<file path="src/rtl/ysyx_23060020_ifu.sv">
// Instruction fetch unit: holds the PC, issues one instruction-memory read at a time
// and hands each fetched word to decode over a valid/ready handshake.
module ysyx_23060020_ifu #(
    parameter logic [31:0] RESET_PC = 32'h8000_0000
) (
    input  logic        clk,
    input  logic        rst,
    output logic        imem_arvalid,
    output logic [31:0] imem_araddr,
    input  logic        imem_arready,
    input  logic        imem_rvalid,
    input  logic [31:0] imem_rdata,
    input  logic        imem_rerr,
    output logic        imem_rready,
    output logic        inst_valid,
    output logic [31:0] instw,
    output logic [31:0] inst_pc,
    input  logic        inst_ready,
    input  logic        redirect_valid,
    input  logic [31:0] redirect_pc,
    input  logic        halt_req,
    output logic        fetch_fault
);

    typedef enum logic [1:0] {
        S_REQ,
        S_WAIT,
        S_HOLD,
        S_HALT
    } state_t;

    state_t      r_state,     w_stateNext;
    logic [31:0] r_pc,        w_pcNext;
    logic        r_kill,      w_killNext;
    logic        r_pendValid, w_pendValidNext;
    logic [31:0] r_pendPc,    w_pendPcNext;
    logic [31:0] r_instw,     w_instwNext;
    logic [31:0] r_instPc,    w_instPcNext;
    logic        r_fault,     w_faultNext;
    logic        r_drain,     w_drainNext;
    logic        r_started;

    logic w_misaligned;
    logic w_arFire;

    // r_started keeps arvalid low for the first cycle out of reset so every output stays registered
    assign w_misaligned = (r_pc[1:0] != 2'b00);
    assign imem_arvalid = (r_state == S_REQ) && r_started && !w_misaligned;
    assign imem_araddr  = r_pc;
    assign imem_rready  = (r_state == S_WAIT) || ((r_state == S_HALT) && r_drain);
    assign inst_valid   = (r_state == S_HOLD);
    assign instw        = r_instw;
    assign inst_pc      = r_instPc;
    assign fetch_fault  = r_fault;
    assign w_arFire     = imem_arvalid && imem_arready;

    always_comb begin
        w_stateNext     = r_state;
        w_pcNext        = r_pc;
        w_killNext      = r_kill;
        w_pendValidNext = r_pendValid;
        w_pendPcNext    = r_pendPc;
        w_instwNext     = r_instw;
        w_instPcNext    = r_instPc;
        w_faultNext     = r_fault;
        w_drainNext     = r_drain;

        if (halt_req && (r_state != S_HALT)) begin
            // A request already on the bus must still have its response absorbed in HALT
            w_stateNext = S_HALT;
            w_drainNext = ((r_state == S_WAIT) && !imem_rvalid) || ((r_state == S_REQ) && w_arFire);
        end else begin
            case (r_state)
                S_REQ: begin
                    if (redirect_valid) begin
                        w_pendPcNext    = redirect_pc;
                        w_pendValidNext = 1'b1;
                        w_killNext      = 1'b1;
                    end
                    if (r_started) begin
                        if (w_misaligned) begin
                            w_faultNext = 1'b1;
                            w_stateNext = S_HALT;
                        end else if (imem_arready) begin
                            w_stateNext = S_WAIT;
                        end
                    end
                end
                S_WAIT: begin
                    if (imem_rvalid) begin
                        if (r_kill || redirect_valid) begin
                            // A redirect arriving with the response wins over any older pending target
                            w_killNext      = 1'b0;
                            w_pendValidNext = 1'b0;
                            w_pcNext        = redirect_valid ? redirect_pc : r_pendPc;
                            w_stateNext     = S_REQ;
                        end else if (imem_rerr) begin
                            w_faultNext = 1'b1;
                            w_stateNext = S_HALT;
                        end else begin
                            w_instwNext  = imem_rdata;
                            w_instPcNext = r_pc;
                            w_stateNext  = S_HOLD;
                        end
                    end else if (redirect_valid) begin
                        w_pendPcNext    = redirect_pc;
                        w_pendValidNext = 1'b1;
                        w_killNext      = 1'b1;
                    end
                end
                S_HOLD: begin
                    if (inst_ready || redirect_valid) begin
                        w_pcNext    = redirect_valid ? redirect_pc : (r_pc + 32'd4);
                        w_stateNext = S_REQ;
                    end
                end
                S_HALT: begin
                    if (r_drain && imem_rvalid) begin
                        w_drainNext = 1'b0;
                    end
                end
                default: w_stateNext = S_HALT;
            endcase
        end
    end

    always_ff @(posedge clk) begin
        if (rst) begin
            r_state     <= S_REQ;
            r_pc        <= RESET_PC;
            r_kill      <= 1'b0;
            r_pendValid <= 1'b0;
            r_pendPc    <= 32'd0;
            r_instw     <= 32'd0;
            r_instPc    <= 32'd0;
            r_fault     <= 1'b0;
            r_drain     <= 1'b0;
            r_started   <= 1'b0;
        end else begin
            r_state     <= w_stateNext;
            r_pc        <= w_pcNext;
            r_kill      <= w_killNext;
            r_pendValid <= w_pendValidNext;
            r_pendPc    <= w_pendPcNext;
            r_instw     <= w_instwNext;
            r_instPc    <= w_instPcNext;
            r_fault     <= w_faultNext;
            r_drain     <= w_drainNext;
            r_started   <= 1'b1;
        end
    end

endmodule

</file>
<file path="config.mk">
export PLATFORM = sky130hd
export DESIGN_NAME = ysyx_23060020_ifu
export DESIGN_NICKNAME = d
export VERILOG_FILES = /design/src/rtl/ysyx_23060020_ifu.sv
export SDC_FILE = /design/constraint.sdc
export NUM_CORES = 1
export LEC_CHECK = 0
export CAP_MARGIN = 20
export CORE_MARGIN = 5
export CORE_UTILIZATION = 48
export CTS_CLUSTER_DIAMETER = 30
export DETAILED_ROUTE_END_ITERATION = 10
export PLACE_DENSITY = 0.88
export RECOVER_POWER = 25
export SLEW_MARGIN = 40
export SYNTH_ARGS = -nofsm -noshare
export SYNTH_HDL_FRONTEND = slang
export SYNTH_SLANG_ARGS = --single-unit
</file>
<file path="constraint.sdc">
create_clock -name clk -period 2.81 [get_ports clk]
set_clock_uncertainty 0.2 [all_clocks]
set_input_delay 0.4215 -clock clk [delete_from_list [all_inputs] [get_ports clk]]
set_output_delay 0.4215 -clock clk [all_outputs]
set_load 0.1 [all_outputs]
</file>
==> summary.md <==
| Metric | Value |
|---|---|
| Max incr delay on CP | 0.63 ns |
| Routed Antenna Nets | 0 |
| Die height | 122.0 um |
| # setup viols final | 0 |
| Layout net count | ~1.0k |
| Yosys top cell by area | dfxtp_1 |
| Reg clk slew, reported paths | about 0.060 ns |
| Largest net degree at the start of global routing | between 50 and 60 |
| Clock insertion delay at the later pin of the skew report | roughly 0.42 ns |
| GRT overflow | 0 |
| Area contributors post-synth | dfxtp_1 45%, nand2_1 14%, a21oi_1 13% |
| DP HPWL | about 13000 um |
| Clock Tree Buf Depth | 2 |
| WS Path Type | reg -> reg |
| Core area | roughly 0.012 sq mm |
| CTS Sinks | approximately 130 |
| Vias in the first global route | around 5.7k |
| Pleak | just under 3 nW |
| Layer with the highest usage | met2 |
| Yosys warns | 0 |
| H-tree depth reported by CTS | 4 |
| Reg2Reg Depth | 7 |
| Worst slew pin tran | approximately 1.2 ns |
| R2r startpoint | r_state[1] |
| Syn Nets | between 800 and 900 |
| Routed length per instance | around 16 um |
| Placed cell areas | roughly 0.0077 sq mm |
| Hold path startpoint | r_pendPc[7] |
| Crit path time final | about 2.5 ns |
| Die Area | approximately 0.015 sq mm |
| Slowest-stage cell, CP | or4_2 |
| Seq cells post-synth | approximately 130 |
| Critical path required time | 2.85 ns |
| Initial Util | 48.31% |
| Drt pass-1 iters | 5 |
| Dominant synthesized flop cell | dfxtp_1 |
| GR Layer Usage met1 | 30.51% |
| Port bufs | roughly 170 |
| Most frequent cell after synthesis | nand2_1 |
| Overall power | 5.464 mW |
| Synthesized area | ~0.006 sq mm |
| Row count | 41 |
| CTS tree | done |
| Critical-path maximum fanout | 24 |
| Iter 0 DRT Violations | 461 |
| Post-synthesis instance total | 793 |
| CTS Buf Count | 17 |
| RSZ-0062 raised after global routing | no |
| Crit share post-route | 88.83% |
| Initial antenna violation count | 0 |
| GR Layer Usage met3 | under 10% |
| Register area share after synthesis | around 45% |
| FMAX | between 400 and 500 MHz |
| Post-CTS Setup Bufs | 0 |
| Ratio of cells with drive above 1 in the final layout | 11.93% |
| Post-CTS Hold Buffers | 0 |
| Hold Path End | r_pendPc[7] |
| Global-route wire length before repair | around 29000 um |
| Critical Path AT | roughly 2.5 ns |
| Cell Count, Final, Fillers Out | around 1.1k |
| R2R Setup Slk | roughly 0.31 ns |
| Total GRT Usage | around a quarter |
| Die X-Extent | approximately 120 um |
| Synth unique cells | 53 |
| Reg-to-Reg End | inst_pc[4] |
| Max IR drop VDD | 337.6 uV |
| Via/cell ratio | between 5 and 6 |
| Commonest cells post-synth | 219 x nand2_1, 153 x a21oi_1, 134 x dfxtp_1 |
| Top-area cell type share of the netlist area | around 45% |
| Detailed-route via count | ~6.2k |
| Area Overhead vs Synth | 33.89% |
| Gp weighted congestion | approximately 0.9 |
| Final Max Slew Viols | 0 |
| Power Dens Cells | between 600 and 700 mW/mm^2 |
| Avg Inst Size Synth | around 7.6 sq um |
| Hold Path Depth | 2 |
| Sum Neg Setup Slack | 0 ns |
| Slew headroom | between 15 and 20% |
| DRC viols | 0 |
| Maxcap violations | 0 |
| Ports | between 150 and 200 |
| Worst hold path class | reg -> reg |
| Setup crit end kind | register |
| Root buf cell | clkbuf_16 |
| Crit-path cells | inv_1 > ha_1 > nand3_1 > or4_2 > buf_4 > nand2_1 > a21oi_1 |
| Startpoint Class | register |
| Total wire length | about 18000 um |
| Number of synthesized flops with an enable pin | 0 |
| Final hold vios | 0 |
| Inserted Diodes | 0 |
| Outcome | finished, final reports clean |
| CTS resizes | 0 |
| Fin area | around 0.008 sq mm |
| Origin of the worst setup path | r_state[1] |
| Post-synth ARST share | 0% |
| GR Layer Usage met2 | about 40% |
| Dpl cells | ~1.1k |
area by class of cell:
type / count / area (sq um)
fillers: 1123 / 4403
clock inverters: 9 / 75.07
repair buffers: 200 / 1498
clock buffers: 23 / 488.0
multi-input cells: 589 / 3070
flip-flops and latches: 134 / 2683
inverters: 9 / 33.78
well taps: 172 / 215.2
sequential cells by signal, summed over array words and instances (netlist names):
register and cells:
fetch_fault 1, r_pendPc 32, r_kill 1, r_drain 1, inst_pc 32, r_started 1
imem_araddr 32, r_state 2, instw 32
per-stage QoR:
step	util, %	setup slack (ns)	hold slack [ns]
6_report	64.68	0.3138	0.2502
5_1_grt	64.68	0.1470	0.2615
4_1_cts	66.42	0.3539	0.2515
3_5_place_dp	61.90	0.1841	0.2443
3_3_place_gp	61.90	0.2258	0.2372
2_1_floorplan	-	0.06908	0.2315
cells in the final DEF, fill, tap and decap left out, types with 9 or more instances in the layout:
cell	netlist	final
nand2_1	219	219
a21oi_1	153	153
dfxtp_1	134	134
clkdlybuf4s50_1	0	70
buf_4	1	69
clkbuf_1	47	59
o21ai_0	37	37
nor2_1	20	20
clkbuf_16	0	17
and3_1	13	13
nand4_1	13	13
inv_1	9	9
a21o_1	9	9
nand3_1	9	9
nor3b_1	9	9
worst max-delay path, delay by kind of cell, from the launching register on:
| kind | cells | cell delay, ns |
|---|---|---|
| AND/OR/NAND/NOR | 3 | 0.91 |
| buffers and inverters | 2 | 0.35 |
| adder cells (fa/ha/maj) | 1 | 0.46 |
| flip-flops | 1 | 0.34 |
| AO/OA/AOI/OAI | 1 | 0.06 |
kinds of logic (layout without fill, tap and decap cells):
family	count (synthesis)	after routing	synth area share, %
buffers and inverters	70	241	4.592
AOI/OAI and AO/OA	257	257	24.85
and+or+nand+nor	324	324	24.48
DFF	134	134	44.55
muxes	3	3	0.4987
adders and majority gates	5	5	1.039
metal layers:
metal / vias to the layer above / routed length, um
met2: 227 / 9154
met1: 2901 / 7732
met3: 32 / 1232
met5: - / 0
li1: 3089 / -
met4: 0 / 348
how the worst max path moves through the flow:
| stage | to | cells past startpoint | slack, ns |
|---|---|---|---|
| floorplan | imem_araddr[24] | 8 | 0.07 |
| global placement | imem_araddr[29] | 6 | 0.23 |
| detailed placement | imem_araddr[29] | 6 | 0.18 |
| CTS | inst_pc[4] | 7 | 0.35 |
| global route | inst_pc[4] | 7 | 0.15 |
| finish | inst_pc[4] | 7 | 0.31 |
power by group:
group	internal (mW)	total [mW]	leakage, nW	switching [mW]
registers	2.00	2.11	1.09	0.112
logic	0.382	1.26	1.52	0.876
clock network	1.30	2.10	0.279	0.798
No activity file was read; power rests on OpenSTA's default activity.
